### src/rtl/ps2_host_tx_pkg.sv
// Shared definitions for the PS/2 host-to-device transmitter.
package ps2_host_tx_pkg;

  localparam int unsigned TIMEOUT_W = 20;
  localparam int unsigned FRAME_W   = 10;
  localparam int unsigned BITCNT_W  = 4;

  // Common command/response bytes, shared with the receiver side.
  localparam logic [7:0] PS2_CMD_SETLED = 8'hED;
  localparam logic [7:0] PS2_CMD_RESET  = 8'hFF;
  localparam logic [7:0] PS2_ACK        = 8'hFA;

  typedef enum logic [2:0] {
    ST_IDLE,
    ST_INHIBIT,
    ST_START,
    ST_BITS,
    ST_ACK,
    ST_WAITIDLE
  } ps2_tx_state_t;

  // Bits after the start bit, shifted out LSB first.
  typedef struct packed {
    logic       stop;
    logic       parity;
    logic [7:0] data;
  } ps2_frame_t;

  // Odd parity: parity bit makes the total count of ones odd.
  function automatic ps2_frame_t build_frame(input logic [7:0] d);
    ps2_frame_t f;
    f.stop   = 1'b1;
    f.parity = ~^d;
    f.data   = d;
    return f;
  endfunction

endpackage

### src/rtl/ps2_host_tx_if.sv
// Host-side request/status handshake of the PS/2 transmitter.
interface ps2_host_tx_if;
  logic [7:0] data;
  logic       send;
  logic       busy;
  logic       done;
  logic       error;

  modport master (
    output data,
    output send,
    input  busy,
    input  done,
    input  error
  );

  modport slave (
    input  data,
    input  send,
    output busy,
    output done,
    output error
  );
endinterface

### src/rtl/ps2_host_tx_line_sync.sv
// Synchroniser, stability filter and falling-edge strobe for one PS/2 line.
module ps2_host_tx_line_sync #(
  parameter int unsigned FILTER_LEN = 8
) (
  input  logic clk,
  input  logic rst,
  input  logic line,
  output logic level,
  output logic fall
);

  localparam int unsigned CNT_W = $clog2(FILTER_LEN + 1);

  logic             meta;
  logic             sync;
  logic [CNT_W-1:0] cnt;

  // Level follows the synchronised line only after FILTER_LEN differing samples in a row.
  always_ff @(posedge clk) begin
    if (rst) begin
      meta  <= 1'b1;
      sync  <= 1'b1;
      level <= 1'b1;
      cnt   <= '0;
      fall  <= 1'b0;
    end else begin
      meta <= line;
      sync <= meta;
      fall <= 1'b0;
      if (sync == level) begin
        cnt <= '0;
      end else if (cnt == CNT_W'(FILTER_LEN - 1)) begin
        level <= sync;
        fall  <= ~sync;
        cnt   <= '0;
      end else begin
        cnt <= cnt + CNT_W'(1);
      end
    end
  end

endmodule

### src/rtl/ps2_host_tx.sv
// PS/2 host-to-device transmitter: inhibit, request-to-send, clock out one byte, check ACK.
module ps2_host_tx
  import ps2_host_tx_pkg::*;
#(
  parameter int unsigned INHIBIT_CYCLES = 2800,
  parameter int unsigned TIMEOUT_CYCLES = 420000,
  parameter int unsigned FILTER_LEN     = 8
) (
  input  logic               clk,
  input  logic               rst,
  input  logic               ps2clk_ext,
  input  logic               ps2data_ext,
  output logic               ps2clk_oe,
  output logic               ps2data_oe,
  ps2_host_tx_if.slave       host
);

  localparam int unsigned INH_W = $clog2(INHIBIT_CYCLES + 1);

  ps2_tx_state_t        state, state_n;
  logic [FRAME_W-1:0]   shift, shift_n;
  logic [BITCNT_W-1:0]  bitcnt, bitcnt_n;
  logic [INH_W-1:0]     inh_cnt, inh_n;
  logic [TIMEOUT_W-1:0] to_cnt, to_n;
  logic                 clk_oe_n, data_oe_n;
  logic                 busy_q, busy_n;
  logic                 done_q, done_n;
  logic                 error_q, error_n;
  logic                 timed;

  logic clk_level, clk_fall;
  logic data_level, data_fall_unused;

  ps2_host_tx_line_sync #(.FILTER_LEN(FILTER_LEN)) u_clk_sync (
    .clk   (clk),
    .rst   (rst),
    .line  (ps2clk_ext),
    .level (clk_level),
    .fall  (clk_fall)
  );

  ps2_host_tx_line_sync #(.FILTER_LEN(FILTER_LEN)) u_data_sync (
    .clk   (clk),
    .rst   (rst),
    .line  (ps2data_ext),
    .level (data_level),
    .fall  (data_fall_unused)
  );

  assign host.busy  = busy_q;
  assign host.done  = done_q;
  assign host.error = error_q;

  // State and datapath registers; reset releases both lines immediately.
  always_ff @(posedge clk) begin
    if (rst) begin
      state      <= ST_IDLE;
      shift      <= '0;
      bitcnt     <= '0;
      inh_cnt    <= '0;
      to_cnt     <= '0;
      ps2clk_oe  <= 1'b0;
      ps2data_oe <= 1'b0;
      busy_q     <= 1'b0;
      done_q     <= 1'b0;
      error_q    <= 1'b0;
    end else begin
      state      <= state_n;
      shift      <= shift_n;
      bitcnt     <= bitcnt_n;
      inh_cnt    <= inh_n;
      to_cnt     <= to_n;
      ps2clk_oe  <= clk_oe_n;
      ps2data_oe <= data_oe_n;
      busy_q     <= busy_n;
      done_q     <= done_n;
      error_q    <= error_n;
    end
  end

  // Next-state and next-output logic; timeout overrides everything once the clock is released.
  always_comb begin
    state_n   = state;
    shift_n   = shift;
    bitcnt_n  = bitcnt;
    inh_n     = inh_cnt;
    to_n      = to_cnt;
    clk_oe_n  = ps2clk_oe;
    data_oe_n = ps2data_oe;
    busy_n    = (state != ST_IDLE);
    done_n    = 1'b0;
    error_n   = 1'b0;
    timed     = (state == ST_START) || (state == ST_BITS) ||
                (state == ST_ACK)   || (state == ST_WAITIDLE);

    if (timed && (to_cnt != {TIMEOUT_W{1'b1}})) begin
      to_n = to_cnt + TIMEOUT_W'(1);
    end

    case (state)
      ST_IDLE: begin
        clk_oe_n  = 1'b0;
        data_oe_n = 1'b0;
        if (host.send) begin
          shift_n  = build_frame(host.data);
          bitcnt_n = '0;
          inh_n    = '0;
          to_n     = '0;
          clk_oe_n = 1'b1;
          busy_n   = 1'b1;
          state_n  = ST_INHIBIT;
        end
      end

      ST_INHIBIT: begin
        if (ps2data_oe) begin
          clk_oe_n = 1'b0;
          to_n     = '0;
          state_n  = ST_START;
        end else if (inh_cnt == INH_W'(INHIBIT_CYCLES - 1)) begin
          data_oe_n = 1'b1;
        end else begin
          inh_n = inh_cnt + INH_W'(1);
        end
      end

      ST_START, ST_BITS: begin
        if (clk_fall) begin
          data_oe_n = ~shift[0];
          shift_n   = {1'b0, shift[FRAME_W-1:1]};
          bitcnt_n  = bitcnt + BITCNT_W'(1);
          if (state == ST_START) begin
            state_n = ST_BITS;
          end else if (bitcnt == BITCNT_W'(FRAME_W - 1)) begin
            state_n = ST_ACK;
          end
        end
      end

      ST_ACK: begin
        if (clk_fall) begin
          if (!data_level) begin
            state_n = ST_WAITIDLE;
          end else begin
            error_n   = 1'b1;
            clk_oe_n  = 1'b0;
            data_oe_n = 1'b0;
            state_n   = ST_IDLE;
          end
        end
      end

      ST_WAITIDLE: begin
        if (clk_level && data_level) begin
          done_n  = 1'b1;
          state_n = ST_IDLE;
        end
      end

      default: begin
        clk_oe_n  = 1'b0;
        data_oe_n = 1'b0;
        state_n   = ST_IDLE;
      end
    endcase

    if (timed && (to_cnt >= TIMEOUT_W'(TIMEOUT_CYCLES - 1))) begin
      done_n    = 1'b0;
      error_n   = 1'b1;
      clk_oe_n  = 1'b0;
      data_oe_n = 1'b0;
      state_n   = ST_IDLE;
    end
  end

endmodule

### src/flat_wrapper.sv
// flat-port wrapper written by rule: the top's interface ports become plain ports
module ps2_host_tx_flat import ps2_host_tx_pkg::*;
#(
  parameter int unsigned INHIBIT_CYCLES = 2800,
  parameter int unsigned TIMEOUT_CYCLES = 420000,
  parameter int unsigned FILTER_LEN     = 8
)
  (clk, rst, ps2clk_ext, ps2data_ext, ps2clk_oe, ps2data_oe, host_data, host_send, host_busy, host_done, host_error);
  ps2_host_tx_if host_i ();
  input  logic clk;
  input  logic rst;
  input  logic ps2clk_ext;
  input  logic ps2data_ext;
  output logic ps2clk_oe;
  output logic ps2data_oe;
  input wire logic [$bits(host_i.data)-1:0] host_data;
  input wire logic [$bits(host_i.send)-1:0] host_send;
  output wire logic [$bits(host_i.busy)-1:0] host_busy;
  output wire logic [$bits(host_i.done)-1:0] host_done;
  output wire logic [$bits(host_i.error)-1:0] host_error;
  assign host_i.data = host_data;
  assign host_i.send = host_send;
  assign host_busy = host_i.busy;
  assign host_done = host_i.done;
  assign host_error = host_i.error;
  ps2_host_tx #(.INHIBIT_CYCLES(INHIBIT_CYCLES), .TIMEOUT_CYCLES(TIMEOUT_CYCLES), .FILTER_LEN(FILTER_LEN)) u_core (.clk(clk), .rst(rst), .ps2clk_ext(ps2clk_ext), .ps2data_ext(ps2data_ext), .ps2clk_oe(ps2clk_oe), .ps2data_oe(ps2data_oe), .host(host_i));
endmodule
### config.mk
export PLATFORM = sky130hd
export DESIGN_NAME = ps2_host_tx_flat
export DESIGN_NICKNAME = d
export VERILOG_FILES = /design/src/rtl/ps2_host_tx_pkg.sv /design/src/rtl/ps2_host_tx_if.sv /design/src/rtl/ps2_host_tx_line_sync.sv /design/src/rtl/ps2_host_tx.sv /design/src/flat_wrapper.sv
export SDC_FILE = /design/constraint.sdc
export NUM_CORES = 1
export LEC_CHECK = 0
export BUFFER_PORTS_ARGS = -buffer_cell sky130_fd_sc_hd__clkbuf_2
export CAP_MARGIN = 15
export CORE_MARGIN = 3
export CORE_UTILIZATION = 55
export DETAILED_ROUTE_END_ITERATION = 8
export HOLD_SLACK_MARGIN = 0.08
export PLACE_DENSITY = 0.78
export REMOVE_ABC_BUFFERS = 1
export SYNTH_ARGS = -nofsm -noshare
export SYNTH_HDL_FRONTEND = slang
export SYNTH_SLANG_ARGS = --single-unit
### constraint.sdc
create_clock -name clk -period 4 [get_ports clk]
set_clock_uncertainty 0.05 [all_clocks]
set_input_delay 0.8 -clock clk [delete_from_list [all_inputs] [get_ports clk]]
set_output_delay 0.8 -clock clk [all_outputs]
set_load 0.01 [all_outputs]
Yosys cells after proc, flatten, opt, wreduce, memory -nomap -nowiden

Cells that the tools add are included.

Latch bits: 0
Input bits: 13
Bits in writable memories: 0
Memories: 0
Output and inout bits: 5
Bits in read-only memories: 0
Logic and storage cells: 117
Register bits: 69

$lt $le $gt $ge: 1
Divide/modulo/power cells: 0
Add/subtract/negate cells: 5
Shifts and indexed selects: 0
Equality and inequality tests: 21
Bitwise gates (word level): 7
Multiply operators: 0
Multiplexer cells: 39
Reduce and logical (&&, ||, !) cells: 25

Operator list:

| kind                                                                                   | number |
|---|---|
| 20-bit 2-to-1 mux                                                                      | 3 |
| 20-bit case mux with 2 select lines                                                    | 1 |
| 12-bit 2-to-1 mux                                                                      | 3 |
| 3-bit 2-to-1 mux                                                                       | 8 |
| 12-bit case mux with 2 select lines                                                    | 1 |
| 20-bit by 1-bit adder with 20-bit output (second input constant)                       | 1 |
| 20-bit by 19-bit greater-or-equal comparator with 1-bit output (second input constant) | 1 |
| 10-bit 2-to-1 mux                                                                      | 2 |
| 20-bit != test (second input constant)                                                 | 1 |
| 10-bit case mux with 2 select lines                                                    | 1 |
| 3-bit case mux with 5 select lines                                                     | 1 |
| 3-bit OR reduction                                                                     | 5 |
| 1-bit 2-to-1 mux                                                                       | 14 |
| 2-bit != test (second input constant)                                                  | 7 |
| 12-bit by 1-bit adder with 12-bit output (second input constant)                       | 1 |
| 4-bit by 1-bit adder with 4-bit output (second input constant)                         | 3 |
| 12-bit == test (second input constant)                                                 | 1 |
| 4-bit AND reduction                                                                    | 3 |
| 4-bit by 3-bit == test with 1-bit output (second input constant)                       | 2 |
| 4-bit 2-to-1 mux                                                                       | 2 |
| 1-bit case mux with 4 select lines                                                     | 2 |
| 4-bit case mux with 2 select lines                                                     | 1 |
| 8-bit XNOR reduction                                                                   | 1 |
| 1-bit NOT                                                                              | 7 |
| other kinds (16)                                                                       | 26 |

Logic depth before layout (Yosys ltp)

Gate-level depths: netlist (run 1).

Depth in word-level cells: 8
Gate-level depth with buffers: 6
Depth with buffers taken out: 6

Modules after synthesis

Synthesis (run 1) repeated with hierarchy kept, for this count alone.

Cell total of the unflattened synthesis: 387
Area, all modules: 3453.3 um^2

By module, submodules not included:

| module                | area an instance (um^2) | instances | seq. area each (um^2) | cells an instance |
|---|---|---|---|---|
| ps2_host_tx           | 2852.7                  | 1         | 1081.0                | 335 |
| ps2_host_tx_line_sync | 300.3                   | 2         | 160.2                 | 26 |

Worst setup path after synthesis (run 1)

No wires, ideal clock.

Path kind: in2reg
Start point: input host_send
End point: register u_core.shift[8]
Stages: 5
Setup slack: 1.867 ns
Data required time: 3.828 ns
Setup time: 0.122 ns
Arrival: 1.961 ns
Buffers on the path: 1
Cell sequence: or3b_2 > a21oi_1 > buf_2 > nor3b_1 > a311o_1

Word-level cells in the longest chain between the ends: 2

Ends and longest elaborated chain:

| what                                 | RTL line           | source |
|---|---|---|
| start, declared                      | flat_wrapper.sv:17 | `input wire logic [$bits(host_i.send)-1:0] host_send;` |
| 2-bit != test (no source line)       | n/a                |  |
| 3-bit AND reduction (no source line) | n/a                |  |
| end signal, assigned                 | ps2_host_tx.sv:69  | `shift <= shift_n;` |
| end, declared                        | ps2_host_tx.sv:21  | `logic [FRAME_W-1:0] shift, shift_n;` |

Every way passes these cells.
A chain may end at the register's enable or synchronous reset.

Worst setup path in the final report (run 1)

Start point: register u_core.state[2]
End point: register u_core.to_cnt[11]

Word-level cells in the longest chain between the ends: 8
Elaborated cells between the ends (all ways): 14
Classes of those cells: 5 x eq/ne; 4 x mux; 5 x reduce/logical

Ends and longest elaborated chain:

| what                                     | RTL line                               | source |
|---|---|---|
| start, declared                          | ps2_host_tx.sv:20                      | `ps2_tx_state_t state, state_n;` |
| start signal, assigned                   | ps2_host_tx.sv:68                      | `state <= state_n;` |
| 3-bit by 2-bit == test with 1-bit output | ps2_host_tx.sv:93                      | `timed = (state == ST_START) \|\| (state == ST_BITS) \|\|` |
| 1-bit logical OR (2 in a row)            | ps2_host_tx.sv:93                      |  |
| 1-bit logical OR                         | ps2_host_tx.sv:94                      | `(state == ST_ACK) \|\| (state == ST_WAITIDLE);` |
| 1-bit logical AND                        | ps2_host_tx.sv:96                      | `if (timed && (to_cnt != {TIMEOUT_W{1'b1}})) begin` |
| 20-bit 2-to-1 mux                        | ps2_host_tx.sv:96                      |  |
| 20-bit 2-to-1 mux (on tied branches)     | ps2_host_tx.sv:116, ps2_host_tx.sv:104 |  |
| 20-bit case mux with 2 select lines *    | ps2_host_tx.sv:100                     | `case (state)` |
| end signal, assigned                     | ps2_host_tx.sv:72                      | `to_cnt <= to_n;` |
| end, declared                            | ps2_host_tx.sv:24                      | `logic [TIMEOUT_W-1:0] to_cnt, to_n;` |

Mark *: on every way between the ends. The rest lies on a longest branch, timed or not.

==> results of run 1 <==
state kept, by name, summed over array words and instances (netlist names), 3 cells and up:
| register | count |
|---|---|
| u_core.shift | 10 |
| u_core.to_cnt | 20 |
| u_core.u_data_sync.cnt | 4 |
| u_core.state | 3 |
| u_core.bitcnt | 4 |
| u_core.u_clk_sync.cnt | 4 |
| u_core.inh_cnt | 12 |
cells in the final DEF, fill, tap and decap left out, types with 4 or more instances in the layout:
| cell type | Yosys | layout |
|---|---|---|
| o31ai_1 | 8 | 8 |
| nand3_1 | 14 | 14 |
| and3_1 | 4 | 4 |
| a211oi_1 | 15 | 15 |
| or4_1 | 10 | 10 |
| a2111oi_0 | 4 | 4 |
| o21ai_0 | 14 | 14 |
| and4_1 | 4 | 4 |
| dfxtp_1 | 69 | 69 |
| buf_4 | 0 | 5 |
| or2_2 | 5 | 5 |
| nor4b_1 | 6 | 6 |
| or3_1 | 8 | 8 |
| nand4_1 | 6 | 6 |
| a21oi_1 | 27 | 27 |
| nand2_1 | 39 | 39 |
| nor2_1 | 35 | 35 |
| xor2_1 | 4 | 4 |
| clkbuf_2 | 0 | 17 |
| clkbuf_8 | 0 | 10 |
| inv_1 | 11 | 11 |
| mux2i_1 | 21 | 21 |
| nand2b_1 | 12 | 12 |
| nor4_1 | 4 | 4 |
| nor2b_1 | 7 | 7 |
| ha_1 | 6 | 6 |
| xnor2_1 | 14 | 14 |
metal layers:
metal / part of all wire (%) / GRT usage, % / wire length, um / vias to the layer above
li1: - / - / - / 1599
met1: 46 / 27.52 / 3431 / 1482
met2: 48 / 34.18 / 3573 / 64
met3: 4.1 / 5.298 / 303 / 21
met4: 2.2 / 8.089 / 163 / 0
met5: 0 / 0 / 0 / -
power groups by stage:
stage               registers, mW  clock network, mW  logic [mW]
global route                0.728              0.686       0.167
global placement            0.739                  0       0.143
floorplan                   0.741                  0       0.101
finish                      0.724              0.643       0.148
CTS                         0.724              0.654       0.148
detailed placement          0.740                  0       0.147
layout make-up:
type	instances	area share, %
Tap cell	77	2.409
Clock inverter	5	2.096
Sequential cell	69	34.54
Inverter	11	1.033
Timing Repair Buffer	22	3.066
Clock buffer	11	3.536
Multi-Input combinational cell	322	53.32
cell families (layout without fill, tap and decap cells):
kind of cell / after synthesis / after routing
xor+xnor: 18 / 18
compound gates: 100 / 100
mux: 23 / 23
fa+ha+maj: 6 / 6
flops: 69 / 69
buf+inv: 32 / 49
simple gates: 175 / 175
metrics by stage:
stage	worst slack, ns	hold WS [ns]	util, %	std cells
after floorplan	1.375	0.3395	-	402
after global placement	1.255	0.3434	59.09	501
after detailed placement	1.176	0.3527	59.09	501
after CTS	1.171	0.3706	62.62	517
after global routing	0.8474	0.3841	62.62	517
final	1.134	0.3661	62.62	517
final timing paths:
kind	cells past startpoint	from	end	slack [ns]
max	4	u_core.state[2]	u_core.to_cnt[11]	1.13
min	1	u_core.u_data_sync.meta	u_core.u_data_sync.sync	0.37
max reg2reg	4	u_core.state[2]	u_core.to_cnt[11]	1.13
min reg2reg	1	u_core.u_data_sync.meta	u_core.u_data_sync.sync	0.37
==> key figures, run 1 <==
Status
  • Status: finished clean

Synthesis
  • Synth area leader: dfxtp_1
  • Largest family of logic cells by synthesized area: simple AND/OR/NAND/NOR gates
  • Synth top cells by count: dfxtp_1 (69), nand2_1 (39), nor2_1 (35)
  • Ys Warns: 0
  • Area share of the largest cell type after synthesis: 37.94%
  • Sequential element share of the synthesized area: 37.94%
  • Post-Synthesis Cell Area: ~0.0036 mm2
  • EDFF count, synth: 0
  • Post-synthesis simple-gate area fraction: 26.87%
  • Synth area leaders: dfxtp_1 (38%), mux2i_1 (5.8%), nand2_1 (4.0%)
  • XOR/XNOR share of the synthesized area: between 4 and 5%
  • Complex-gate fraction of the synthesized area: between 10% and 20%
  • Mean Syn Cell Area: between 8 and 9 um2
  • Synth Area in Adders: ~2.1%
  • Multiplexer share of the synthesized area: under 10%
  • #FFs+latches synth: ~70
  • Most common cell in the netlist: dfxtp_1
  • Cell variety after synth: between 60 and 70
  • Async SR Flop Fraction: 0%
  • Mapped Cells: between 400 and 500
  • Top FF cell, synth: dfxtp_1

STA
  • Least-Margin Pin Slew: between 0.8 and 0.9 ns
  • Final Hold Viols: 0
  • Period utilisation layout: 71.64%
  • Max_slew headroom: between 40% and 50%
  • Crit path time final: 2.866 ns
  • Maximum clock rate: approximately 350 MHz
  • Fin. max-slew vios: 0
  • Setup violations, final: 0
  • Unrepaired setup endpoints after global routing: false
  • Setup TNS: 0 ns

Clock network
  • Clock tree root buffer cell: clkbuf_8
  • Total setup buffers inserted after CTS: 0
  • Clk slew on worst S/H paths: around 0.080 ns
  • Clock sinks: 69
  • CTS tree: yes
  • PostCTS Resize Cnt: 0
  • CTS buffer count: 9
  • Worst-skew pair later-pin latency: roughly 0.34 ns
  • H-tree levels: 3
  • Hold buffers post-CTS: 0
  • Clock buffer depth: 2

Pwr
  • Clock Power Share: between 40% and 50%
  • Sequential share of power: between 40% and 50%
  • PwrDens: 378.8 mW/mm2
  • Sw Ratio: 24.78%
  • Peak supply drop: approximately 0.00032 V
  • Logic gate share of total power: under 10%
  • Leakage dissipation: roughly 1.4 nW
  • NetSw: ~380 uW
  • Int Power: 1.139 mW
  • Power Total: ~1.5 mW

Critical path
  • Crit. End Element: flop
  • WS Path Type: flop to flop
  • Startpoint types: flop
  • Worst EP arrival: between 3 and 4 ns
  • Worst path cell trace: xor2_1 -> nand2_1 -> or4_2 -> a21oi_1
  • Crit-path leading delay family: simple AND/OR/NAND/NOR gates
  • Worst Path Buf+Inv: 0
  • Critical-path maximum fanout: 24
  • CP Data Required Time: 4.23 ns
  • Slowest-stage cell, CP: dfxtp_1
  • Max incr delay on CP: 0.77 ns

Global routing
  • First-pass GRT wire length: between 10 and 15 mm
  • Vias in the first global route: between 2000 and 3000
  • Initial antenna violation count: 0
  • Gr usage total: a little over a fifth
  • GRT overflow: 0
  • Largest net degree at the start of global routing: 43

Route
  • Via count: roughly 3200
  • Post-Route WL: ~7.5 mm
  • Starting DRT DRC Count: 182
  • Antenna-violating nets left: 0
  • WL/cell: 14.45 um
  • Drt first pass iters: 5
  • # DRC: 0
  • Vias per inst: a little over 6

Place
  • Port Buffers: 17
  • Placed wire-length estimate: around 5 mm
  • Placed instance area: 0.003774 mm2
  • RePlAce Congestion: slightly below 0.9

Floorplan
  • I/O pins: 18
  • Die area: between 0.007 and 0.008 mm2
  • Core area: 0.006386 mm2
  • Initial cell density of the core: a little under three fifths
  • Die Ht: ~87 um
  • Die span in x: ~87 um
  • Row cnt: 29

Min path
  • Hold WC Path Type: flop to flop

Finish
  • Filler Cell Count: 535
  • Fraction of layout cells with a size suffix above 1: about an eighth
  • Final cell area excluding filler cells: between 0.003 and 0.004 mm2
  • Storage element area: 0.001381 mm2
  • Fin nets: ~450
  • Ant. Diodes: 0
  • Layout area overhead: 9.828%
  • Multi-input logic area: about 0.0021 mm2

Flow run
  • Max Cap Viol: 0
(Power assumes the default switching activity.)
==> inputs of run 2 (changes only) <==
--- a/config.mk
+++ b/config.mk
@@ -11,7 +11,7 @@
 export CORE_UTILIZATION = 55
 export DETAILED_ROUTE_END_ITERATION = 8
 export HOLD_SLACK_MARGIN = 0.08
-export PLACE_DENSITY = 0.78
+export PLACE_DENSITY = 0.81
 export REMOVE_ABC_BUFFERS = 1
 export SYNTH_ARGS = -nofsm -noshare
 export SYNTH_HDL_FRONTEND = slang
==> constraint.sdc (replaced) <==
create_clock -name clk -period 2.4 [get_ports clk]
set_clock_uncertainty 0.05 [all_clocks]
set_input_delay 0.48 -clock clk [delete_from_list [all_inputs] [get_ports clk]]
set_output_delay 0.48 -clock clk [all_outputs]
set_load 0.01 [all_outputs]
==> key figures, run 2 (synthesized netlist as in run 1, its figures left out) <==
Route
  • Drt first pass iters: 5 (unchanged)
  • Via count: 3275 (+3.4%)
  • Post-Route WL: 7.912 mm (+5.9%)
  • # DRC: 0 (unchanged)
  • Starting DRT DRC Count: 228 (+25%)
  • WL/cell: 15.13 um (+4.7%)
  • Antenna-violating nets left: 0 (unchanged)
  • Vias per inst: 6.262 (+2.3%)

Pwr
  • Sw Ratio: 25.16% (+0.38 points)
  • PwrDens: 622.6 mW/mm2 (+64%)
  • Int Power: 1.888 mW (+66%)
  • Logic gate share of total power: 10.7% (+1.0 points)
  • Sequential share of power: 47.8% (about the same)
  • Clock Power Share: 41.5% (-1.0 points)
  • Peak supply drop: 0.0003844 V (+20%)
  • NetSw: 634.8 uW (+69%)
  • Leakage dissipation: 1.426 nW (+2.5%)

Status
  • Status: finished clean

Critical path
  • Critical-path maximum fanout: 13 (-46%)
  • CP Data Required Time: 2.60 ns (-1.63 ns)
  • Worst EP arrival: 2.34 ns (-0.76 ns)
  • Crit. End Element: flop
  • WS Path Type: flop to flop
  • Startpoint types: flop

Place
  • Placed wire-length estimate: 5.637 mm (+11%)
  • Placed instance area: 0.003831 mm2 (+1.5%)
  • RePlAce Congestion: 0.9517 (+8.7%)
  • Port Buffers: 17 (unchanged)
  • Cells after DPL: 507 (+1.2%)

STA
  • Fin. max-slew vios: 0 (unchanged)
  • Final Hold Viols: 0 (unchanged)
  • Unrepaired setup endpoints after global routing: false
  • Crit path time final: 2.138 ns (-0.7273 ns)
  • Max_slew headroom: 52.74% (+11 points)
  • Maximum clock rate: 467.7 MHz (+34%)
  • Least-Margin Pin Slew: 0.6990 ns (-0.1662 ns)
  • Period utilisation layout: 89.09% (+17 points)
  • Setup violations, final: 0 (unchanged)
  • Setup TNS: 0 ns (unchanged)

Global routing
  • Initial antenna violation count: 0 (unchanged)
  • First-pass GRT wire length: 13.44 mm (+2.2%)
  • Gr usage total: 21.91% (+0.59 points)
  • GRT overflow: 0 (unchanged)
  • Largest net degree at the start of global routing: 27 (-37%)
  • Vias in the first global route: 3028 (+2.9%)

Finish
  • Max reg flops: 20 (unchanged)
  • Fin util: 63.46% (+0.84 points)
  • Biggest regs: u_core.to_cnt x20, u_core.inh_cnt x12, u_core.shift x10
  • Fin cells: 523 (+1.2%)
  • Fraction of layout cells with a size suffix above 1: 13.23% (+1.4 points)
  • Top reg by flops: u_core.to_cnt
  • Commonest cells after routing, fill and taps aside: dfxtp_1 (69), nand2_1 (39), nor2_1 (35)
  • Ant. Diodes: 0 (unchanged)
  • Most common cell after layout, fill and taps aside: dfxtp_1
  • Final cell area excluding filler cells: 0.004053 mm2 (+1.3%)
  • Layout area overhead: 11.31%
  • Fin nets: 460 (+1.3%)

Clock network
  • Clk slew on worst S/H paths: 0.08 ns (about the same)
  • Total setup buffers inserted after CTS: 0 (unchanged)
  • PostCTS Resize Cnt: 0 (unchanged)
  • CTS buffer count: 9 (unchanged)
  • Hold buffers post-CTS: 0 (unchanged)
  • CTS tree: yes
  • Clock sinks: 69 (unchanged)
  • Worst-skew pair later-pin latency: 0.34 ns (about the same)
  • Clock tree root buffer cell: clkbuf_8
  • Clock buffer depth: 2 (unchanged)
  • H-tree levels: 3 (unchanged)

Floorplan
  • Core area: 0.006386 mm2 (unchanged)
  • Die span in x: 87.37 um (unchanged)
  • I/O pins: 18 (unchanged)
  • Die Ht: 87.37 um (unchanged)
  • Row cnt: 29 (unchanged)
  • Die area: 0.007633 mm2 (unchanged)
  • Initial cell density of the core: 57.01% (unchanged)

Min path
  • Hold WC Path Type: primary input to flop

Flow run
  • Max Cap Viol: 0 (unchanged)
run 2: cell types whose count changed in the layout (fill, tap and decap cells not counted), sizes merged:
| cell | before | now |
|---|---|---|
| clkbuf | 28 | 26 |
| buf | 5 | 11 |
| inv | 11 | 13 |
run 2: path summary, 6_finish.rpt:
| kind | from | endpoint | slack (ns) | depth (start not counted) |
|---|---|---|---|---|
| max | u_core.state[1] | u_core.ps2data_oe | 0.26 | 4 |
| min | ps2data_ext | u_core.u_data_sync.meta | 0.27 | 2 |
| max reg2reg | u_core.state[1] | u_core.ps2data_oe | 0.26 | 4 |
| min reg2reg | u_core.u_data_sync.meta | u_core.u_data_sync.sync | 0.36 | 1 |
run 2: stage by stage:
| step | power, mW | hold WS [ns] | setup slack [ns] |
|---|---|---|---|
| after floorplan | 1.403 | 0.3395 | 0.02225 |
| after global placement | 1.487 | 0.3435 | 0.3317 |
| after detailed placement | 1.499 | 0.3455 | 0.2473 |
| after CTS | 2.544 | 0.2570 | 0.2670 |
| after global routing | 2.629 | 0.2620 | 0.1041 |
| final | 2.523 | 0.2697 | 0.2618 |
run 2: worst max-delay path, stage by stage (launching register included):
cell      delay (ns)
dfxtp_1         0.45
or3b_2          0.58
nor4_2          0.59
nor2_1          0.11
a221oi_1        0.27
run 2: area by class of cell:
type / count / area [um2]
Inverter: 11 / 41.29
Clock buffer: 9 / 123.9
Timing Repair Buffer: 28 / 180.2
Fill cell: 545 / 2333
Multi-Input combinational cell: 322 / 2132
Tap cell: 77 / 96.34
Sequential cell: 69 / 1381
Clock inverter: 7 / 97.59
run 2: power groups by stage:
| stage | Combinational (mW) | Clock, mW | Sequential, mW |
|---|---|---|---|
| after floorplan | 0.168 | 0 | 1.23 |
| after global placement | 0.256 | 0 | 1.23 |
| after detailed placement | 0.266 | 0 | 1.23 |
| after CTS | 0.267 | 1.07 | 1.21 |
| after global routing | 0.299 | 1.12 | 1.21 |
| final | 0.269 | 1.05 | 1.21 |
run 2: layer usage:
layer  wire [um]  global-route usage (%)
met5           0                       0
met4         170                   8.508
met3         398                   5.109
met2        3845                   35.96
met1        3497                   27.73
